**config.mk**
```make
export PLATFORM = sky130hd
export DESIGN_NAME = wor_bus_arbiter
export DESIGN_NICKNAME = d
export VERILOG_FILES = /design/src/rtl/wor_bus_arbiter.sv
export SDC_FILE = /design/constraint.sdc
export NUM_CORES = 1
export LEC_CHECK = 0
export ABC_AREA = 1
export BUFFER_PORTS_ARGS = -buffer_cell sky130_fd_sc_hd__buf_2
export CAP_MARGIN = 10
export CORE_UTILIZATION = 40
export CTS_CLUSTER_DIAMETER = 50
export DETAILED_ROUTE_END_ITERATION = 7
export PLACE_DENSITY = 0.73
export REMOVE_ABC_BUFFERS = 1
export SYNTH_ARGS = -nofsm -noshare
export SYNTH_HDL_FRONTEND = slang
export SYNTH_SLANG_ARGS = --single-unit
```
**constraint.sdc**
```tcl
create_clock -name clk -period 1.5 [get_ports clk]
set_input_delay 0.3 -clock clk [delete_from_list [all_inputs] [get_ports clk]]
set_output_delay 0.3 -clock clk [all_outputs]
set_load 0.05 [all_outputs]
```
**src/rtl/wor_bus_arbiter.sv**
```systemverilog
// Round-robin owner sequencer for a shared wired-OR data line, with a one-cycle turnaround between owners.
// Optional forced release after MAX_HOLD cycles is compiled in with `define ARB_TIMEOUT_EN.
module wor_bus_arbiter #(
  parameter int N        = 4,
  parameter int W        = 8,
  parameter int MAX_HOLD = 8,
  localparam int IW      = $clog2(N)
) (
  input  logic           clk,
  input  logic           rst,
  input  logic [N-1:0]   req,
  input  logic [N*W-1:0] din,
  output logic [N-1:0]   gnt,
  output logic           busy,
  output logic [IW-1:0]  owner,
  output logic [W-1:0]   bus_out
);

  typedef enum logic [1:0] {
    ST_IDLE,
    ST_OWN,
    ST_TURN
  } state_e;

`ifdef ARB_TIMEOUT_EN
  localparam bit TIMEOUT_EN = 1'b1;
`else
  localparam bit TIMEOUT_EN = 1'b0;
`endif
  localparam logic [7:0] HOLD_LAST = 8'(MAX_HOLD - 1);

  state_e          state_q;
  logic [N-1:0]    gnt_q;
  logic [IW-1:0]   owner_q;
  logic [IW-1:0]   ptr_q;
  logic [7:0]      hold_cnt_q;

  logic            pick_vld;
  logic [IW-1:0]   pick_idx;
  logic [IW-1:0]   ptr_d;
  logic [7:0]      hold_cnt_d;
  logic            timeout_hit;
  logic            release_own;

  // Scan from the farthest offset down so the candidate nearest to ptr is written last and wins.
  // NOTE: every variable written here gets a default first, so no path leaves it unassigned and no latch is inferred.
  always_comb begin
    int idx;
    pick_vld = 1'b0;
    pick_idx = '0;
    idx      = 0;
    for (int off = N - 1; off >= 0; off--) begin
      idx = int'(ptr_q) + off;
      if (idx >= N) idx = idx - N;
      if (req[idx]) begin
        pick_vld = 1'b1;
        pick_idx = IW'(idx);
      end
    end
  end

  assign ptr_d       = (owner_q == IW'(N - 1)) ? '0 : owner_q + 1'b1;
  assign hold_cnt_d  = (hold_cnt_q == 8'hFF) ? hold_cnt_q : hold_cnt_q + 8'd1;
  assign timeout_hit = TIMEOUT_EN && req[owner_q] && (hold_cnt_q == HOLD_LAST);
  assign release_own = !req[owner_q] || timeout_hit;

  // NOTE: all state is updated with non-blocking assignments so every register samples pre-edge values.
  always_ff @(posedge clk) begin
    if (rst) begin
      state_q    <= ST_IDLE;
      gnt_q      <= '0;
      owner_q    <= '0;
      ptr_q      <= '0;
      hold_cnt_q <= '0;
    end else begin
      case (state_q)
        ST_IDLE: begin
          if (pick_vld) begin
            state_q    <= ST_OWN;
            gnt_q      <= {{(N-1){1'b0}}, 1'b1} << pick_idx;
            owner_q    <= pick_idx;
            hold_cnt_q <= '0;
          end
        end
        ST_OWN: begin
          hold_cnt_q <= hold_cnt_d;
          if (release_own) begin
            state_q <= ST_TURN;
            gnt_q   <= '0;
            owner_q <= '0;
            ptr_q   <= ptr_d;
          end
        end
        ST_TURN: begin
          state_q <= ST_IDLE;
        end
        default: begin
          state_q <= ST_IDLE;
          gnt_q   <= '0;
          owner_q <= '0;
        end
      endcase
    end
  end

  // Non-owners contribute zero, so the OR reduces to the owner's live word.
  always_comb begin
    bus_out = '0;
    for (int i = 0; i < N; i++) begin
      if (gnt_q[i]) bus_out = bus_out | din[i*W +: W];
    end
  end

  assign gnt   = gnt_q;
  assign owner = owner_q;
  assign busy  = (state_q != ST_IDLE);

  a_gnt_onehot0 : assert property (@(posedge clk) $onehot0(gnt_q));

endmodule
```
### Yosys cells after proc, flatten, opt, wreduce, memory -nomap -nowiden

Index checks and enable logic that the tools add are counted.

* register bits after elaboration: 10
* word-level logic and storage cells: 77
* output and inout bits: 15

* $lt $le $gt $ge: 9
* shift operators: 1
* muxes and demuxes: 40
* bitwise logic cells: 5
* $add $sub $neg: 8
* reductions and logical operators: 5
* equality and inequality tests: 5

Operators with widths (number)
* < comparator 32 x 4 -> 1 bit (second input constant): 4
* two-way mux 32 bit: 4
* two-way mux 8 bit: 4
* bitwise OR 8 bit: 3
* two-way mux 2 bit: 9
* two-way mux 1 bit: 13
* case mux 4 bit (3 select lines): 1
* subtractor 3 x 3 -> 4 bit (second input constant): 3
* binary-select mux 1 bit (select 2 bit): 5
* greater-or-equal comparator 3 bit (second input constant): 3
* two-way mux 4 bit: 2
* adder 2 x 2 -> 3 bit (second input constant): 2
* case mux 2 bit (3 select lines): 1
* == test 2 bit (second input constant): 2
* != test 2 bit (second input constant): 2
* case mux 2 bit (2 select lines): 1
* AND reduction 2 bit: 2
* << shifter 1 x 2 -> 4 bit (first input constant): 1
* subtractor 2 x 3 -> 4 bit (second input constant): 1
* adder 2 x 1 -> 3 bit (second input constant): 1
* greater-or-equal comparator 2 x 3 -> 1 bit (second input constant): 1
* < comparator 2 x 3 -> 1 bit (second input constant): 1
* AND reduction 3 bit: 1
* adder 2 x 1 -> 2 bit (second input constant): 1
* other kinds (4): 5

### Longest topological paths before layout

Gate-level depths: netlist of the first run.

* depth after elaboration: 13
* depth in mapped cells: 13
* mapped depth without buffers: 12

### Worst setup path after synthesis of the first run

OpenSTA, ideal clock, no wires.

* kind: register to output
* start point: reg gnt_q[1], in the netlist gnt[1]
* end point: out bus_out[5]
* path buffers: 1
* path slack: -0.200 ns
* data required time: 1.200 ns
* data arrival time: 1.400 ns
* stages on the path, launching flop included: 4
* cells stage by stage: dfxtp_1 -> clkbuf_1 -> nand2_1 -> nand4_1

* longest elaborated chain between the ends: 5

RTL lines
* from (decl): line 33 `logic [N-1:0] gnt_q;`
* from (signal assigned): line 80 `gnt_q <= {{(N-1){1'b0}}, 1'b1} << pick_idx;`
* two-way mux 8 bit (*): line 110 `if (gnt_q[i]) bus_out = bus_out | din[i*W +: W];`
* bitwise OR 8 bit: line 110
* two-way mux 8 bit (*): line 110
* bitwise OR 8 bit: line 110
* two-way mux 8 bit (*): line 110
* to (decl): line 16 `output logic [W-1:0] bus_out`

Every way passes the cells marked *; elsewhere a longest branch is shown, timed or not.

### Final worst setup path of the first run

Same ends and word-level chain as after synthesis.

==> impl_metrics.env, run 1 <==
export IMPL_outcome="complete, no violations"
export IMPL_netlist_area_um2=965
export IMPL_start_util_pct=43.2
export IMPL_p_leak_nw=0.668
export IMPL_drc_errors=0
export IMPL_rr_endpoint="gnt[0]$_SDFFE_PP0P_"
export IMPL_insertedDiodeCount=0
export IMPL_drt_pass1_iter_count=4
export IMPL_insertion_delay_ps=270
export IMPL_r2r_start="ptr_q[0]$_SDFFE_PP0P_"
export IMPL_clkSinkCount=10
export IMPL_preCtsSetupSlack_ps=128
export IMPL_final_cells=227
export IMPL_setup_viol=0
export IMPL_fin_nets=240
export IMPL_ioPinCount=53
export IMPL_drv_cap=0
export IMPL_synth_seq_cells=10
export IMPL_place_congestion=0.890
export IMPL_cts_buffer_depth=2
export IMPL_fin_crit_ps=1430
export IMPL_synth_warnings=0
export IMPL_nFillCells=221
export IMPL_synthCells=148
export IMPL_cts_tree="yes"
export IMPL_arrival_ps=1130
export IMPL_multiInputGateArea_um2=682
export IMPL_period_share_pct=95.1
export IMPL_std_cell_rows=17
export IMPL_place_inst=224
export IMPL_vias=1099
export IMPL_fp_dieW_um=51.1
export IMPL_fp_dieH_um=51.1
export IMPL_path_max_fanout=10
export IMPL_clk_pin_slew_worst_paths_ps=70
export IMPL_hold_depth=2
export IMPL_syn_area_per_cell_um2=6.52
export IMPL_gr_usage_all_layers_pct=19.6
export IMPL_io_buffer_count=52
export IMPL_die_area_mm2=0.00261
export IMPL_min_from="rst"
export IMPL_power_density_mw_per_mm2=1920
export IMPL_hold_ws_ps=342
export IMPL_wl_per_cell_um=11.2
export IMPL_drt_iter0_markers=16
export IMPL_relSlewSlack_pct=81.4
export IMPL_grt_max_degree=11
export IMPL_cts_setup_buffers=0
export IMPL_cp_end_kind="output pin"
export IMPL_drtAntennaViolNets=0
export IMPL_final_common_cell="nand2_1"
export IMPL_drive_gt1_share_pct=50.3
export IMPL_ys_types=26
export IMPL_grt_pass1_wl_um=3970
export IMPL_syn2layout_area_growth_pct=34.5
export IMPL_min_path_type="primary input to flop"
export IMPL_wl_um=2550
export IMPL_h_tree_depth=1
export IMPL_drt_met1_wl_um=1160
export IMPL_maxSlewViolCount=0
export IMPL_wl_met3_um=56
export IMPL_finClkSkew_ps=3.91
export IMPL_dp_hpwl_um=2050
export IMPL_peakVddDrop_mv=1.08
export IMPL_r2r_slack_ps=130
export IMPL_setup_slack_ps=72.9
export IMPL_criticalPathCategory="flop to output pin"
export IMPL_worst_slew_pin_slew_ps=278
export IMPL_grt_ovfl_total=0
export IMPL_fmax_ghz=0.701
export IMPL_min_to="gnt[3]$_SDFFE_PP0P_"
export IMPL_wl_met2_um=1310
export IMPL_antenna_found_initial=0
export IMPL_cp_required_ps=1200
export IMPL_start_kind="flop"
export IMPL_reg2regPathDepth=9
export IMPL_top_layer_used="met4"
export IMPL_grt_pass1_vias=956
export IMPL_layout_common_cells="nand2_1 (55), buf_2 (50), nand2_2 (12), nand4_1 (10), inv_1 (10)"
export IMPL_core_area_mm2=0.00223
export IMPL_regArea_um2=208
export IMPL_root_buffer="clkbuf_4"
export IMPL_hold_viol=0
export IMPL_ys_seq_area_share_pct=20.8
export IMPL_vias_per_cell=4.84
export IMPL_cts_made_buffers=3
worst max-delay path, stage by stage, from the launching register on:
cell and delay (ps):
dfxtp_2 440, nand2_1 70, nand4_1 90, buf_2 260
final cells by class:
cell class	count	share of cell area (%)
Timing Repair Buffer	54	22.6
Clock buffer	3	1.74
Inverter	14	4.44
Sequential cell	10	16.0
Tap cell	28	2.70
Multi-Input combinational cell	118	52.6
state kept, by name, indices dropped and copies added (netlist names):
signal,cells
gnt,4
owner,2
ptr_q,2
state_q,2
routing by layer:
metal	track usage, %	vias to the layer above
li1	-	584
met1	25.3	503
met2	33.1	8
met3	2.68	4
met4	6.48	0
met5	0	-
per-stage QoR:
step / power, mW / cell area (um2) / setup TNS, ps / util, %
5_1_grt: 2.67 / 1300 / -26.0 / 58.1
3_3_place_gp: 2.24 / 1250 / 0 / 56.2
6_report: 2.49 / 1300 / 0 / 58.1
4_1_cts: 2.47 / 1280 / 0 / 57.4
3_5_place_dp: 2.27 / 1250 / 0 / 56.2
2_1_floorplan: 1.86 / 932 / -613 / -
power by group:
group	total [mW]	switching, mW	leakage, nW	internal (mW)
clock network	0.185	0.0923	0.0138	0.0928
logic	1.81	1.28	0.570	0.539
registers	0.495	0.143	0.0841	0.352
what timing repair did:
item	CTS	global route
gates cloned	0	0
setup endpoints to repair	8	4
resized for setup	4	5
hold buffers	0	0
cells by family (layout without fill, tap and decap cells):
logic type               count (synthesis)  count (layout)  synth area share, %
AND/OR/NAND/NOR                        102             102                 56.2
adder cells (fa/ha/maj)                  1               1                 1.30
AO/OA/AOI/OAI                           15              15                 12.5
flip-flops                              10              10                 20.8
buffers and inverters                   20              71                 9.34
synth_stat cells:
library cell / n / area (um2)
nand3_2: 6 / 60.1
nor2_4: 2 / 22.5
buf_1: 1 / 3.75
clkbuf_1: 2 / 7.51
nand4_1: 10 / 62.6
clkbuf_2: 1 / 5.00
nand4_2: 1 / 12.5
a21oi_1: 5 / 25.0
ha_1: 1 / 12.5
nand2_2: 12 / 75.1
a31oi_1: 1 / 6.26
a211oi_2: 2 / 25.0
nand3_1: 4 / 20.0
nand2_1: 55 / 206
inv_1: 10 / 37.5
buf_6: 1 / 11.3
buf_2: 1 / 5.00
o211ai_1: 1 / 7.51
o21ai_0: 1 / 5.00
nor2_1: 7 / 26.3
inv_6: 1 / 8.76
nand2_4: 5 / 56.3
o21ai_4: 1 / 16.3
inv_2: 3 / 11.3
dfxtp_1: 10 / 200
a21oi_2: 4 / 35.0
worst max path at each step:
| stage | from | slack (ps) | endpoint | cells past startpoint |
|---|---|---|---|---|
| after floorplan | gnt[2]$_SDFFE_PP0P_ | -80 | bus_out[0] | 2 |
| after global placement | ptr_q[0]$_SDFFE_PP0P_ | 160 | ptr_q[0]$_SDFFE_PP0P_ | 9 |
| after detailed placement | ptr_q[0]$_SDFFE_PP0P_ | 130 | gnt[0]$_SDFFE_PP0P_ | 9 |
| after CTS | state_q[1]$_SDFFE_PP0P_ | 40 | busy | 3 |
| after global routing | ptr_q[0]$_SDFFE_PP0P_ | -10 | owner[0]$_SDFFE_PP0P_ | 11 |
| final | gnt[1]$_SDFFE_PP0P_ | 70 | bus_out[5] | 3 |
Power figures use the tool's default switching activity.
==> run 2: changes to the inputs <==
--- a/config.mk
+++ b/config.mk
@@ -5,13 +5,12 @@
 export SDC_FILE = /design/constraint.sdc
 export NUM_CORES = 1
 export LEC_CHECK = 0
-export ABC_AREA = 1
 export BUFFER_PORTS_ARGS = -buffer_cell sky130_fd_sc_hd__buf_2
 export CAP_MARGIN = 10
 export CORE_UTILIZATION = 40
 export CTS_CLUSTER_DIAMETER = 50
 export DETAILED_ROUTE_END_ITERATION = 7
-export PLACE_DENSITY = 0.73
+export PLACE_DENSITY = 0.79
 export REMOVE_ABC_BUFFERS = 1
 export SYNTH_ARGS = -nofsm -noshare
 export SYNTH_HDL_FRONTEND = slang
==> run 2 against run 1 <==
  * Clock-buffer cell count is 1 higher
  * Fmax decreased by 1.7%
  * Combinational power decreased by 74%
  * Power shrank 59%
  * Cell count decreased by 26%
  * Register-to-register slack got worse by 70 ps
  * Global-route usage increased by 2.1 points
  * Hold slack improved by 26 ps
  * Critical path depth stayed put
  * Via count decreased by 17%
  * Largest power group unchanged
  * Highest routed layer unchanged
==> impl_metrics.env, run 2 <==
export IMPL_sw_frac_of_total_pct=40.9
export IMPL_synth_mux_area_share_pct=10.1
export IMPL_vias=910
export IMPL_grt_pass1_vias=751
export IMPL_drt_iter0_markers=20
export IMPL_cp_top_family="flip-flops"
export IMPL_io_buffer_count=52
export IMPL_synthFlopType="dfxtp_1"
export IMPL_yosysTopAreaCellShare_pct=27.0
export IMPL_fin_util_pct=65.3
export IMPL_drtAntennaViolNets=0
export IMPL_maxSlewViolCount=0
export IMPL_peakVddDrop_mv=0.752
export IMPL_synth_warnings=0
export IMPL_netlist_area_um2=742
export IMPL_drt_pass1_iter_count=4
export IMPL_synth_fa_ha_area_share_pct=1.69
export IMPL_cp_num_buf_inv=1
export IMPL_cpPeakStageDelay_ps=420
export IMPL_arrival_ps=1150
export IMPL_power_density_mw_per_mm2=917
export IMPL_worst_slew_pin_slew_ps=543
export IMPL_start_kind="flop"
export IMPL_root_buffer="clkbuf_4"
export IMPL_criticalPathCategory="flop to output pin"
export IMPL_fp_dieW_um=45.1
export IMPL_synth_most_common_cell="a22oi_1"
export IMPL_power_frac_seq_pct=31.5
export IMPL_synthSimpleGateAreaFrac_pct=20.1
export IMPL_yosys_area_share_xor_xnor_pct=0
export IMPL_grt_pass1_wl_um=3180
export IMPL_start_util_pct=43.0
export IMPL_place_inst=163
export IMPL_grt_ovfl_total=0
export IMPL_relSlewSlack_pct=63.5
export IMPL_p_int_mw=0.611
export IMPL_worstPathCellList="a22oi_1, nand2_1, buf_2"
export IMPL_drv_cap=0
export IMPL_synthTopCellsByArea="dfxtp_1 (27%), a22oi_1 (16%), nand2_1 (5.1%)"
export IMPL_synth_edf_count=0
export IMPL_ys_types=38
export IMPL_fin_tns_setup_ps=0
export IMPL_p_comb_share_pct=44.7
export IMPL_dp_hpwl_um=1760
export IMPL_wl_per_cell_um=13.5
export IMPL_antenna_found_initial=0
export IMPL_finClkSkew_ps=0.642
export IMPL_period_share_pct=96.8
export IMPL_wl_um=2260
export IMPL_clockPowerShare_pct=23.7
export IMPL_synthCells=85
export IMPL_p_leak_nw=0.552
export IMPL_insertedDiodeCount=0
export IMPL_syn2layout_area_growth_pct=51.9
export IMPL_cts_hold_buffers=0
export IMPL_cp_required_ps=1200
export IMPL_netlist_top_cells_count="a22oi_1 (16), dfxtp_1 (10), nand2_1 (10)"
export IMPL_hold_viol=0
export IMPL_ioPinCount=53
export IMPL_ys_seq_area_share_pct=27.0
export IMPL_clkSinkCount=10
export IMPL_cts_made_buffers=3
export IMPL_fp_dieH_um=45.1
export IMPL_fmax_ghz=0.689
export IMPL_fin_area_mm2=0.00113
export IMPL_h_tree_depth=1
export IMPL_drive_gt1_share_pct=55.2
export IMPL_setup_viol=0
export IMPL_outcome="complete, no violations"
export IMPL_rsz0062_at_grt="no"
export IMPL_vias_per_cell=5.42
export IMPL_die_area_mm2=0.00203
export IMPL_place_congestion=0.792
export IMPL_synth_seq_cells=10
export IMPL_largest_reg_flops=4
export IMPL_async_flop_share_pct=0
export IMPL_grt_max_degree=11
export IMPL_p_sw_mw=0.422
export IMPL_synth_top_family_by_area="compound AO/OA/AOI/OAI gates"
export IMPL_cp_end_kind="output pin"
export IMPL_yosys_area_top_type="dfxtp_1"
export IMPL_fin_crit_ps=1450
export IMPL_fin_nets=183
export IMPL_critPathSlowestCell="dfxtp_2"
export IMPL_min_path_type="primary input to flop"
export IMPL_placed_cell_area_mm2=0.00105
export IMPL_finalPower_mw=1.03
export IMPL_clk_pin_slew_worst_paths_ps=60
export IMPL_gr_usage_all_layers_pct=21.7
export IMPL_layout_common_cells="buf_2 (49), a22oi_1 (16), nand2_1 (10), buf_4 (7)"
export IMPL_insertion_delay_ps=270
export IMPL_synth_compound_area_share_pct=37.1
export IMPL_path_max_fanout=10
export IMPL_syn_area_per_cell_um2=8.73
export IMPL_final_cells=168
export IMPL_drc_errors=0
export IMPL_core_area_mm2=0.00173
export IMPL_final_common_cell="buf_2"
export IMPL_std_cell_rows=15
export IMPL_cts_buffer_depth=2
export IMPL_cts_tree="yes"
run 2: changes by cell type after synthesis, moves of 3 or more:
| cell | delta |
|---|---|
| nand2_4 | -5 |
| nand2_1 | -45 |
| nand4_1 | -10 |
| nand3_1 | -3 |
| nand2_2 | -12 |
| a22oi_1 | +16 |
| inv_2 | -3 |
| mux2i_1 | +3 |
| a21oi_2 | -4 |
| nand3_2 | -6 |
| a32o_1 | +3 |
| inv_1 | -9 |
run 2: tightest hold or removal path: cells and delay by family:
| family | cells | cell delay (ps) |
|---|---|---|
| buffers and inverters | 2 | 240 |
| and+or+nand+nor | 1 | 50 |
run 2: power groups by stage:
stage / registers [mW] / logic, mW / clock network [mW]
3_3_place_gp: 0.327 / 0.429 / 0
2_1_floorplan: 0.363 / 0.258 / 0
5_1_grt: 0.331 / 0.487 / 0.268
6_report: 0.326 / 0.462 / 0.245
3_5_place_dp: 0.329 / 0.441 / 0
4_1_cts: 0.324 / 0.450 / 0.253
run 2: path summary, 6_finish.rpt:
path	start	endpoint	slack [ps]	cells after the start
min reg2reg	ptr_q[0]$_SDFFE_PP0P_	ptr_q[0]$_SDFFE_PP0P_	570	2
min	rst	ptr_q[1]$_SDFFE_PP0P_	370	3
max	gnt[2]$_SDFFE_PP0P_	bus_out[7]	50	3
max reg2reg	owner[1]$_SDFFE_PP0P_	ptr_q[0]$_SDFFE_PP0P_	60	4
run 2: timing repair:
action,in CTS,in global routing
endpoints found under the setup margin,9,8
gates resized for setup,6,7
endpoints found under the hold margin,0,0
setup buffers,0,1
run 2: layout make-up:
type	count	area [um2]
multi-input combinational	69	520
sequential	10	208
clock buffer	4	36.3
tap	25	31.3
timing repair buffer	59	328
fill	149	599
inverter	1	3.75
run 2: metal layers:
metal	vias up	GRT usage [%]	wire length (um)
met5	-	0	0
met4	0	7.27	18
met3	4	6.80	198
met2	49	41.4	1140
met1	405	21.7	909
li1	452	-	-
run 2: cell families after synthesis:
logic type | count (synthesis)
multiplexers | 6
buffers and inverters | 6
AO/OA/AOI/OAI | 34
AND/OR/NAND/NOR | 28
adder cells (fa/ha/maj) | 1
flip-flops | 10
run 2: metrics by stage:
| stage | hold slack (ps) | setup WS [ps] |
|---|---|---|
| global route | 365 | 3.42 |
| global placement | 542 | 19.5 |
| CTS | 352 | 10.7 |
| floorplan | 372 | -285 |
| finish | 368 | 48.0 |
| detailed placement | 559 | -30.0 |
==> run 3: changes to the inputs <==
==> constraint.sdc (replaced) <==
create_clock -name clk -period 1.5 [get_ports clk]
set_input_delay 0.3 -clock clk [delete_from_list [all_inputs] [get_ports clk]]
set_output_delay 0.3 -clock clk [all_outputs]
set_load 0.005 [all_outputs]
==> run 3 against run 2 <==
  * Sequential power about the same
  * Sequential share of layout area about the same
  * Core utilization decreased by 1.7 points
  * Global-route usage increased by 0.083 points
  * Combinational power decreased by 39%
  * Power decreased by 17%
  * Register-to-register slack about the same
  * Flip-flop and latch count unchanged
  * Via count decreased by 0.11%
  * Routed wire length increased by 0.22%
  * Critical endpoint is now busy
  * Largest power group is now registers
==> impl_metrics.env, run 3 (same netlist as run 2, synthesis figures left out) <==
export IMPL_place_inst=163
export IMPL_fp_dieW_um=45.1
export IMPL_io_buffer_count=52
export IMPL_regArea_um2=203
export IMPL_cp_num_buf_inv=2
export IMPL_grt_max_degree=11
export IMPL_drt_iter0_markers=22
export IMPL_p_leak_nw=0.542
export IMPL_hold_viol=0
export IMPL_core_area_mm2=0.00173
export IMPL_cts_made_buffers=3
export IMPL_start_kind="flop"
export IMPL_min_path_type="primary input to flop"
export IMPL_cpPeakStageDelay_ps=330
export IMPL_start_util_pct=43.0
export IMPL_largest_reg_flops=4
export IMPL_die_area_mm2=0.00203
export IMPL_finClkSkew_ps=0.825
export IMPL_p_sw_mw=0.263
export IMPL_sw_frac_of_total_pct=30.8
export IMPL_gr_usage_all_layers_pct=21.8
export IMPL_p_comb_share_pct=33.2
export IMPL_clkSinkCount=10
export IMPL_drc_errors=0
export IMPL_ioPinCount=53
export IMPL_cp_top_family="flip-flops"
export IMPL_worstPathCellList="buf_4, or2_2, buf_2"
export IMPL_layout_common_cells="buf_2 (52), a22oi_1 (16), nand2_1 (10), dfxtp_1 (8)"
export IMPL_cp_end_kind="output pin"
export IMPL_path_max_fanout=5
export IMPL_nFillCells=154
export IMPL_fin_util_pct=63.6
export IMPL_root_buffer="clkbuf_4"
export IMPL_relSlewSlack_pct=63.6
export IMPL_final_common_cell="buf_2"
export IMPL_drt_pass1_iter_count=5
export IMPL_grt_pass1_wl_um=3190
export IMPL_peakVddDrop_mv=0.718
export IMPL_arrival_ps=1160
export IMPL_place_congestion=0.792
export IMPL_p_int_mw=0.591
export IMPL_dp_hpwl_um=1760
export IMPL_cp_required_ps=1200
export IMPL_worst_slew_pin_slew_ps=542
export IMPL_std_cell_rows=15
export IMPL_power_density_mw_per_mm2=778
export IMPL_vias=909
export IMPL_worstSetupStartpoint="state_q[1]$_SDFFE_PP0P_"
export IMPL_critPathSlowestCell="dfxtp_1"
export IMPL_fmax_ghz=0.687
export IMPL_r2r_start="owner[1]$_SDFFE_PP0P_"
export IMPL_insertion_delay_ps=270
export IMPL_rsz0062_at_grt="no"
export IMPL_h_tree_depth=1
export IMPL_setup_viol=0
export IMPL_clockPowerShare_pct=28.9
export IMPL_fin_crit_ps=1460
export IMPL_min_from="rst"
export IMPL_period_share_pct=97.0
export IMPL_drtAntennaViolNets=0
export IMPL_insertedDiodeCount=0
export IMPL_syn2layout_area_growth_pct=47.9
export IMPL_wl_per_cell_um=13.6
export IMPL_cts_buffer_depth=2
export IMPL_fp_dieH_um=45.1
export IMPL_wl_um=2270
export IMPL_clk_pin_slew_worst_paths_ps=70
export IMPL_outcome="complete, no violations"
export IMPL_cts_tree="yes"
export IMPL_maxSlewViolCount=0
export IMPL_fin_nets=182
export IMPL_drv_cap=0
export IMPL_drive_gt1_share_pct=52.1
export IMPL_cts_setup_buffers=0
export IMPL_grt_ovfl_total=0
export IMPL_antenna_found_initial=0
export IMPL_grt_pass1_vias=751
export IMPL_cts_hold_buffers=0
export IMPL_criticalPathCategory="flop to output pin"
export IMPL_multiInputGateArea_um2=518
export IMPL_final_cells=167
export IMPL_power_frac_seq_pct=37.9
export IMPL_vias_per_cell=5.44
==> run 3: cell count changes in the layout (fill, tap and decap cells not counted), moves of 2 or more <==
cell,delta
dfxtp_1,+4
buf_2,+3
clkbuf_4,-2
dfxtp_2,-4
==> run 3: what timing repair did <==
action | 4_1_cts | 5_1_grt
endpoints found under the hold margin | 0 | 0
setup endpoints to repair | 0 | 6
resized for setup | 0 | 3
==> run 3: final cells by class <==
class	instances	share of cell area, %
Timing Repair Buffer	58	27.8
Tap cell	25	2.85
Clock buffer	4	3.31
Sequential cell	10	18.5
Inverter	1	0.342
Multi-Input combinational cell	69	47.2
==> run 3: metrics by stage <==
step	hold slack (ps)	power (mW)	area, um2	setup slack (ps)	TNS [ps]
floorplan	372	0.462	716	60.1	0
global placement	542	0.596	1050	19.5	0
detailed placement	559	0.609	1050	-30.0	-137
CTS	352	0.858	1090	13.7	0
global route	376	0.904	1100	2.47	0
finish	366	0.854	1100	44.9	0
==> run 3: worst register-to-register path: stages (launching register included) <==
cell,delay (ps)
dfxtp_1,350
mux4_2,550
nor2b_4,180
mux2i_1,210
nor2_1,50
==> run 3: worst paths after layout <==
kind | slack [ps] | endpoint | depth (start not counted)
worst max-delay path | 40 | busy | 3
worst min-delay path | 370 | ptr_q[1]$_SDFFE_PP0P_ | 3
worst max register to register | 50 | ptr_q[0]$_SDFFE_PP0P_ | 4
worst min register to register | 570 | ptr_q[0]$_SDFFE_PP0P_ | 2
==> run 3: power by group through the flow <==
stage,sequential (mW),combinational (mW),clock (mW)
global placement,0.327,0.269,0
CTS,0.322,0.283,0.253
finish,0.324,0.284,0.247
global route,0.330,0.308,0.266
floorplan,0.324,0.139,0
detailed placement,0.329,0.281,0
==> run 3: per-layer routing <==
| metal | track usage (%) | vias up | share of wire, % |
|---|---|---|---|
| met3 | 6.80 | 4 | 9.0 |
| met5 | 0 | - | 0 |
| met4 | 7.27 | 0 | 0.79 |
| met1 | 22.0 | 408 | 39 |
| met2 | 41.4 | 48 | 51 |
| li1 | - | 449 | - |
